$ cat src/rtl/imm_pkg.sv
// Shared definitions for the pipelined immediate extender: selector encodings
// and the datapath-width legality rule.
package imm_pkg;

  localparam logic [2:0] IMM_I   = 3'b000;
  localparam logic [2:0] IMM_S   = 3'b001;
  localparam logic [2:0] IMM_B   = 3'b010;
  localparam logic [2:0] IMM_J   = 3'b011;
  localparam logic [2:0] IMM_U   = 3'b100;
  localparam logic [2:0] IMM_Z   = 3'b101;
  localparam logic [2:0] IMM_SH  = 3'b110;
  localparam logic [2:0] IMM_RSV = 3'b111;

  function automatic bit xlen_legal(input int unsigned xlen);
    return (xlen == 32) || (xlen == 64);
  endfunction

endpackage

$ cat src/rtl/imm_ext_core.sv
// Combinational immediate format mux: decodes instr/imm_src into an
// XLEN-wide immediate and flags the reserved selector.
module imm_ext_core
  import imm_pkg::*;
#(
  parameter int unsigned XLEN = 32
) (
  input  logic [31:0]     instr,
  input  logic [2:0]      imm_src,
  output logic [XLEN-1:0] imm,
  output logic            err
);

  // Opcode bits play no part in any immediate format.
  logic unused_opcode;
  assign unused_opcode = ^instr[6:0];

  always_comb begin
    imm = '0;
    err = 1'b0;
    case (imm_src)
      IMM_I:   imm = XLEN'($signed(instr[31:20]));
      IMM_S:   imm = XLEN'($signed({instr[31:25], instr[11:7]}));
      IMM_B:   imm = XLEN'($signed({instr[31], instr[7], instr[30:25], instr[11:8], 1'b0}));
      IMM_J:   imm = XLEN'($signed({instr[31], instr[19:12], instr[20], instr[30:21], 1'b0}));
      IMM_U:   imm = XLEN'($signed({instr[31:12], 12'b0}));
      IMM_Z:   imm = XLEN'(instr[19:15]);
      IMM_SH:  imm = (XLEN == 64) ? XLEN'(instr[25:20]) : XLEN'(instr[24:20]);
      default: err = 1'b1;
    endcase
  end

endmodule

$ cat src/rtl/imm_gen_pipe.sv
// Decode-stage immediate extender with a valid/ready output register, a
// one-entry skid buffer, flush, and a saturating reserved-selector counter.
module imm_gen_pipe
  import imm_pkg::*;
#(
  parameter int unsigned XLEN  = 32,
  parameter int unsigned TAG_W = 8,
  parameter int unsigned CNT_W = 16
) (
  input  logic             clk,
  input  logic             rst_n,
  input  logic             flush,
  input  logic             in_valid,
  output logic             in_ready,
  input  logic [31:0]      instr,
  input  logic [2:0]       imm_src,
  input  logic [TAG_W-1:0] in_tag,
  output logic             out_valid,
  input  logic             out_ready,
  output logic [XLEN-1:0]  imm_ext,
  output logic [TAG_W-1:0] out_tag,
  output logic             out_err,
  output logic [CNT_W-1:0] err_cnt
);

  if (!xlen_legal(XLEN)) begin : g_bad_xlen
    $error("imm_gen_pipe: XLEN must be 32 or 64");
  end

  typedef struct packed {
    logic [XLEN-1:0]  imm;
    logic [TAG_W-1:0] tag;
    logic             err;
  } entry_t;

  entry_t           e0_q, e0_d, e1_q, e1_d, in_e;
  logic             v0_q, v0_d, v1_q, v1_d;
  logic [CNT_W-1:0] cnt_q, cnt_d;
  logic [XLEN-1:0]  core_imm;
  logic             core_err;
  logic             accept, fire;

  imm_ext_core #(.XLEN(XLEN)) u_core (
    .instr   (instr),
    .imm_src (imm_src),
    .imm     (core_imm),
    .err     (core_err)
  );

  assign in_e      = '{imm: core_imm, tag: in_tag, err: core_err};
  assign in_ready  = ~v1_q;
  assign accept    = in_valid & ~v1_q & ~flush;
  assign fire      = v0_q & out_ready;
  assign out_valid = v0_q;
  assign imm_ext   = e0_q.imm;
  assign out_tag   = e0_q.tag;
  assign out_err   = e0_q.err;
  assign err_cnt   = cnt_q;

  // Entry 0 is always the oldest; the skid entry only fills while entry 0
  // stalls, and it cannot coexist with an accept because in_ready drops.
  always_comb begin
    e0_d  = e0_q;
    e1_d  = e1_q;
    v0_d  = v0_q;
    v1_d  = v1_q;
    cnt_d = cnt_q;
    if (flush) begin
      v0_d = 1'b0;
      v1_d = 1'b0;
    end else begin
      if (fire) begin
        if (v1_q) begin
          e0_d = e1_q;
          v1_d = 1'b0;
        end else if (accept) begin
          e0_d = in_e;
        end else begin
          v0_d = 1'b0;
        end
      end else if (accept) begin
        if (v0_q) begin
          e1_d = in_e;
          v1_d = 1'b1;
        end else begin
          e0_d = in_e;
          v0_d = 1'b1;
        end
      end
      if (accept && core_err && (cnt_q != '1)) cnt_d = cnt_q + CNT_W'(1);
    end
  end

  always_ff @(posedge clk or negedge rst_n) begin
    if (!rst_n) begin
      e0_q  <= '0;
      e1_q  <= '0;
      v0_q  <= 1'b0;
      v1_q  <= 1'b0;
      cnt_q <= '0;
    end else begin
      e0_q  <= e0_d;
      e1_q  <= e1_d;
      v0_q  <= v0_d;
      v1_q  <= v1_d;
      cnt_q <= cnt_d;
    end
  end

endmodule

$ cat config.mk
export PLATFORM = sky130hd
export DESIGN_NAME = imm_gen_pipe
export DESIGN_NICKNAME = d
export VERILOG_FILES = /design/src/rtl/imm_pkg.sv /design/src/rtl/imm_ext_core.sv /design/src/rtl/imm_gen_pipe.sv
export SDC_FILE = /design/constraint.sdc
export NUM_CORES = 1
export LEC_CHECK = 0
export BUFFER_PORTS_ARGS = -buffer_cell sky130_fd_sc_hd__clkbuf_2
export CAP_MARGIN = 10
export CORE_ASPECT_RATIO = 1.2
export CORE_UTILIZATION = 28
export DETAILED_ROUTE_END_ITERATION = 16
export GPL_TIMING_DRIVEN = 0
export PLACE_DENSITY_LB_ADDON = 0.2
export SYNTH_ARGS = -nofsm -noshare
export SYNTH_HDL_FRONTEND = slang
export SYNTH_SLANG_ARGS = --single-unit
$ cat constraint.sdc
create_clock -name clk -period 3.35 [get_ports clk]
set_input_delay 0.1675 -clock clk [delete_from_list [all_inputs] [get_ports clk]]
set_output_delay 0.1675 -clock clk [all_outputs]
set_load 0.05 [all_outputs]
==> flow_summary.toml <==
[floorplan]
fp.dieH_um = 145.6
die_w_um = 121.7
die_area_um2 = 17730
ioPinCount = 107
start_util = 0.2857
core.rowCount = 52
core_area_um2 = 16850

[critical_path]
path_max_fanout = 10
cp_slowest_stage_delay_ns = 0.61
end_kind = "flop"
critPathMostFrequentCell = "o21ai_0"
reg2reg_to = "imm_ext[19]"
cp_slowest_cell = "a211oi_2"
critical_path.startpoint_type = "flop"
ff2ff_setup_slack_ns = 1.12
cp-startpoint = "v1_q"
reg2regPathDepth = 5
crit_path_cell_trace = "nand2b_1 -> a211oi_2 -> clkbuf_1 -> o21ai_0 -> o21ai_0"
critical_path_class = "flop to flop"
cp_top_family = "compound AO/OA/AOI/OAI gates"
arrival_ns = 2.49
required_ns = 3.60
worst_r2r_startpoint = "v1_q"
path_buf_inv = 1

[synthesis]
ys_seq_elements = 100
synth-async-reset-ratio = 1.000
syn_area_per_cell_um2 = 9.277
syn_area_um2 = 4815
yosysWarnings = 0
synthFlopType = "dfrtp_1"
syn_inst = 519
synthesis.nets = 568
yosysSeqAreaShare = 0.5198
synth_edf_count = 0
synth_cell_types = 42

[timing]
final_max_slew_viol_count = 0
tns_ns = 0
min_period_ns = 2.235
layout_worst_path_cycle_share = 0.6671
worstMarginPinSlew_ns = 0.6923
skew_ns = 0.007928
fmax_mhz = 447.5
hold_viol_final = 0
slew_headroom = 0.5376
grt_setup_unrepaired = "false"
setup_viol = 0

[pwr]
p_per_area_nw_per_um2 = 600.6
p_total_mw = 3.550
power_leakage_nw = 2.794
worst_ir_drop_vdd_mv = 0.2149

[global_routing]
antenna_found_initial = 0
grt_use_met2 = 0.2614
grt-busiest-layer = "met2"
grt_pass1_vias = 4191
grtUsageMet1 = 0.2240
grt_first_pass_wirelength_um = 22530
grt.total_usage = 0.1637
grt-ovfl-total = 0
grt_max_degree = 61
grtUsageMet3 = 0.02782

[cells_and_area]
antennaDiodeCount = 0
multi_input_area_um2 = 2128
nets = 677
drive_above_1_share = 0.2180
regArea_um2 = 2502
area_delta_synth_final_pct = 22.77
fill_cells = 1737

[outcome]
status = "finished, final reports clean"

[hold_path]
min_from = "out_ready"
hp-class = "input pin to flop"
min_delay_path_depth = 2
hold_end = "v1_q"

[drt]
drc = 0
drt_iter0_drc = 228
viasPerCell = 4.999
drt_wl_total_um = 13960
ant_nets = 0
vias = 4244
drt_first_pass_iters = 4
wire_per_inst_um = 16.45

[placed_design]
dp_hpwl_um = 10270
io_buffers = 96
gp_congestion = 0.8280

[cts]
clock_sinks = 100
cts_setup_buffers = 0
insertion_delay_ns = 0.34
cts_made_buffers = 9
cts_tree = "done"
post_cts_resized = 0
clk_pin_slew_ns = 0.07
root_buffer = "clkbuf_16"
cts_buffer_depth = 2
cts_htree_levels = 3

[job]
cap_violations = 0
[registers in the layout (all words and copies together), names as in the netlist]
| name | flops |
|---|---|
| out_err | 1 |
| out_tag | 8 |
| err_cnt | 16 |
| v1_q | 1 |
| e1_q | 41 |
| imm_ext | 32 |
| out_valid | 1 |
[cell usage after synthesis (2+ instances only)]
cell type / n / area, um^2
a21o_1: 12 / 90.09
xnor2_1: 2 / 17.52
buf_4: 3 / 22.52
dfrtp_1: 100 / 2502
nand2b_1: 9 / 56.30
buf_2: 2 / 10.01
a21oi_1: 40 / 200.2
a31oi_1: 10 / 62.56
clkbuf_1: 32 / 120.1
and3_1: 5 / 31.28
nor2_1: 40 / 150.1
nor2b_1: 4 / 25.02
nand2_1: 79 / 296.5
nand3_1: 20 / 100.1
nand4_1: 2 / 12.51
buf_1: 2 / 7.510
o211ai_1: 5 / 37.54
inv_1: 5 / 18.77
nor3_1: 9 / 45.04
mux2i_1: 5 / 50.05
a2111oi_0: 2 / 17.52
o21ai_0: 55 / 275.3
nand3b_1: 8 / 60.06
xor2_1: 12 / 105.1
nor4b_1: 2 / 17.52
nor4_1: 3 / 18.77
mux2_2: 16 / 180.2
a22oi_1: 4 / 30.03
nor3b_1: 2 / 15.01
a211oi_1: 17 / 127.6
[what timing repair did]
item | CTS | global route
endpoints found under the hold margin | 40 | 0
setup endpoints to repair | 0 | 0
hold buffers | 1 | 0
[worst register-to-register path, cell delays in order, from the launching register on]
cell      delay [ns]
dfrtp_1         0.45
nand2b_1        0.24
a211oi_2        0.61
clkbuf_1        0.52
o21ai_0         0.16
o21ai_0         0.17
[final cells by class]
class	instances	area share
flip-flops and latches	100	0.4234
multi-input cells	374	0.3601
repair buffers	98	0.08806
well taps	216	0.04572
clock buffers	9	0.03810
plain buffers	40	0.02794
clock inverters	7	0.01355
inverters	5	0.003175
[layer usage]
layer	vias up	wire length, um
li1	2041	-
met1	2089	6388
met2	103	6757
met3	11	605
met4	0	210
met5	-	0
[stage by stage]
step,instances,hold slack (ns),instance area (um^2),utilization,setup slack (ns)
6_report,849,0.06293,5911,0.3508,1.115
5_1_grt,849,0.07004,5911,0.3508,0.8855
4_1_cts,849,0.05047,5911,0.3508,1.109
3_5_place_dp,832,0.2511,5595,0.3320,1.134
3_3_place_gp,831,0.4115,5565,0.3303,0.7323
2_1_floorplan,519,-0.1281,4815,-,1.177
[power breakdown]
group / internal [mW] / total, mW / switching [mW]
clock: 0.592 / 1.08 / 0.483
sequential: 1.42 / 1.55 / 0.127
combinational: 0.250 / 0.924 / 0.674
total: 2.27 / 3.55 / 1.28
[cells in the final DEF, fill, tap and decap left out, types with 16 or more instances in the layout]
| master | n |
|---|---|
| dfrtp_1 | 100 |
| clkbuf_2 | 96 |
| nand2_1 | 79 |
| o21ai_0 | 55 |
| a21oi_1 | 40 |
| nor2_1 | 40 |
| clkbuf_1 | 32 |
| nand3_1 | 20 |
| a211oi_1 | 17 |
| mux2_2 | 16 |
[cell families after synthesis]
kind of cell,count (synthesis),synth area share
and+or+nand+nor,188,0.1817
AOI/OAI and AO/OA,150,0.1845
DFF,100,0.5198
buffers and inverters,45,0.03820
muxes,21,0.04782
xor gates and xnor gates,14,0.02547
adders and majority gates,1,0.002598
[how the worst max path moves through the flow]
stage,end,cells after the start,slack (ns)
2_1_floorplan,err_cnt[8],6,1.18
3_3_place_gp,imm_ext[24],1,0.73
3_5_place_dp,imm_ext[19],5,1.13
4_1_cts,imm_ext[19],5,1.11
5_1_grt,imm_ext[17],5,0.89
6_report,imm_ext[19],5,1.12
(Power assumes the default switching activity.)
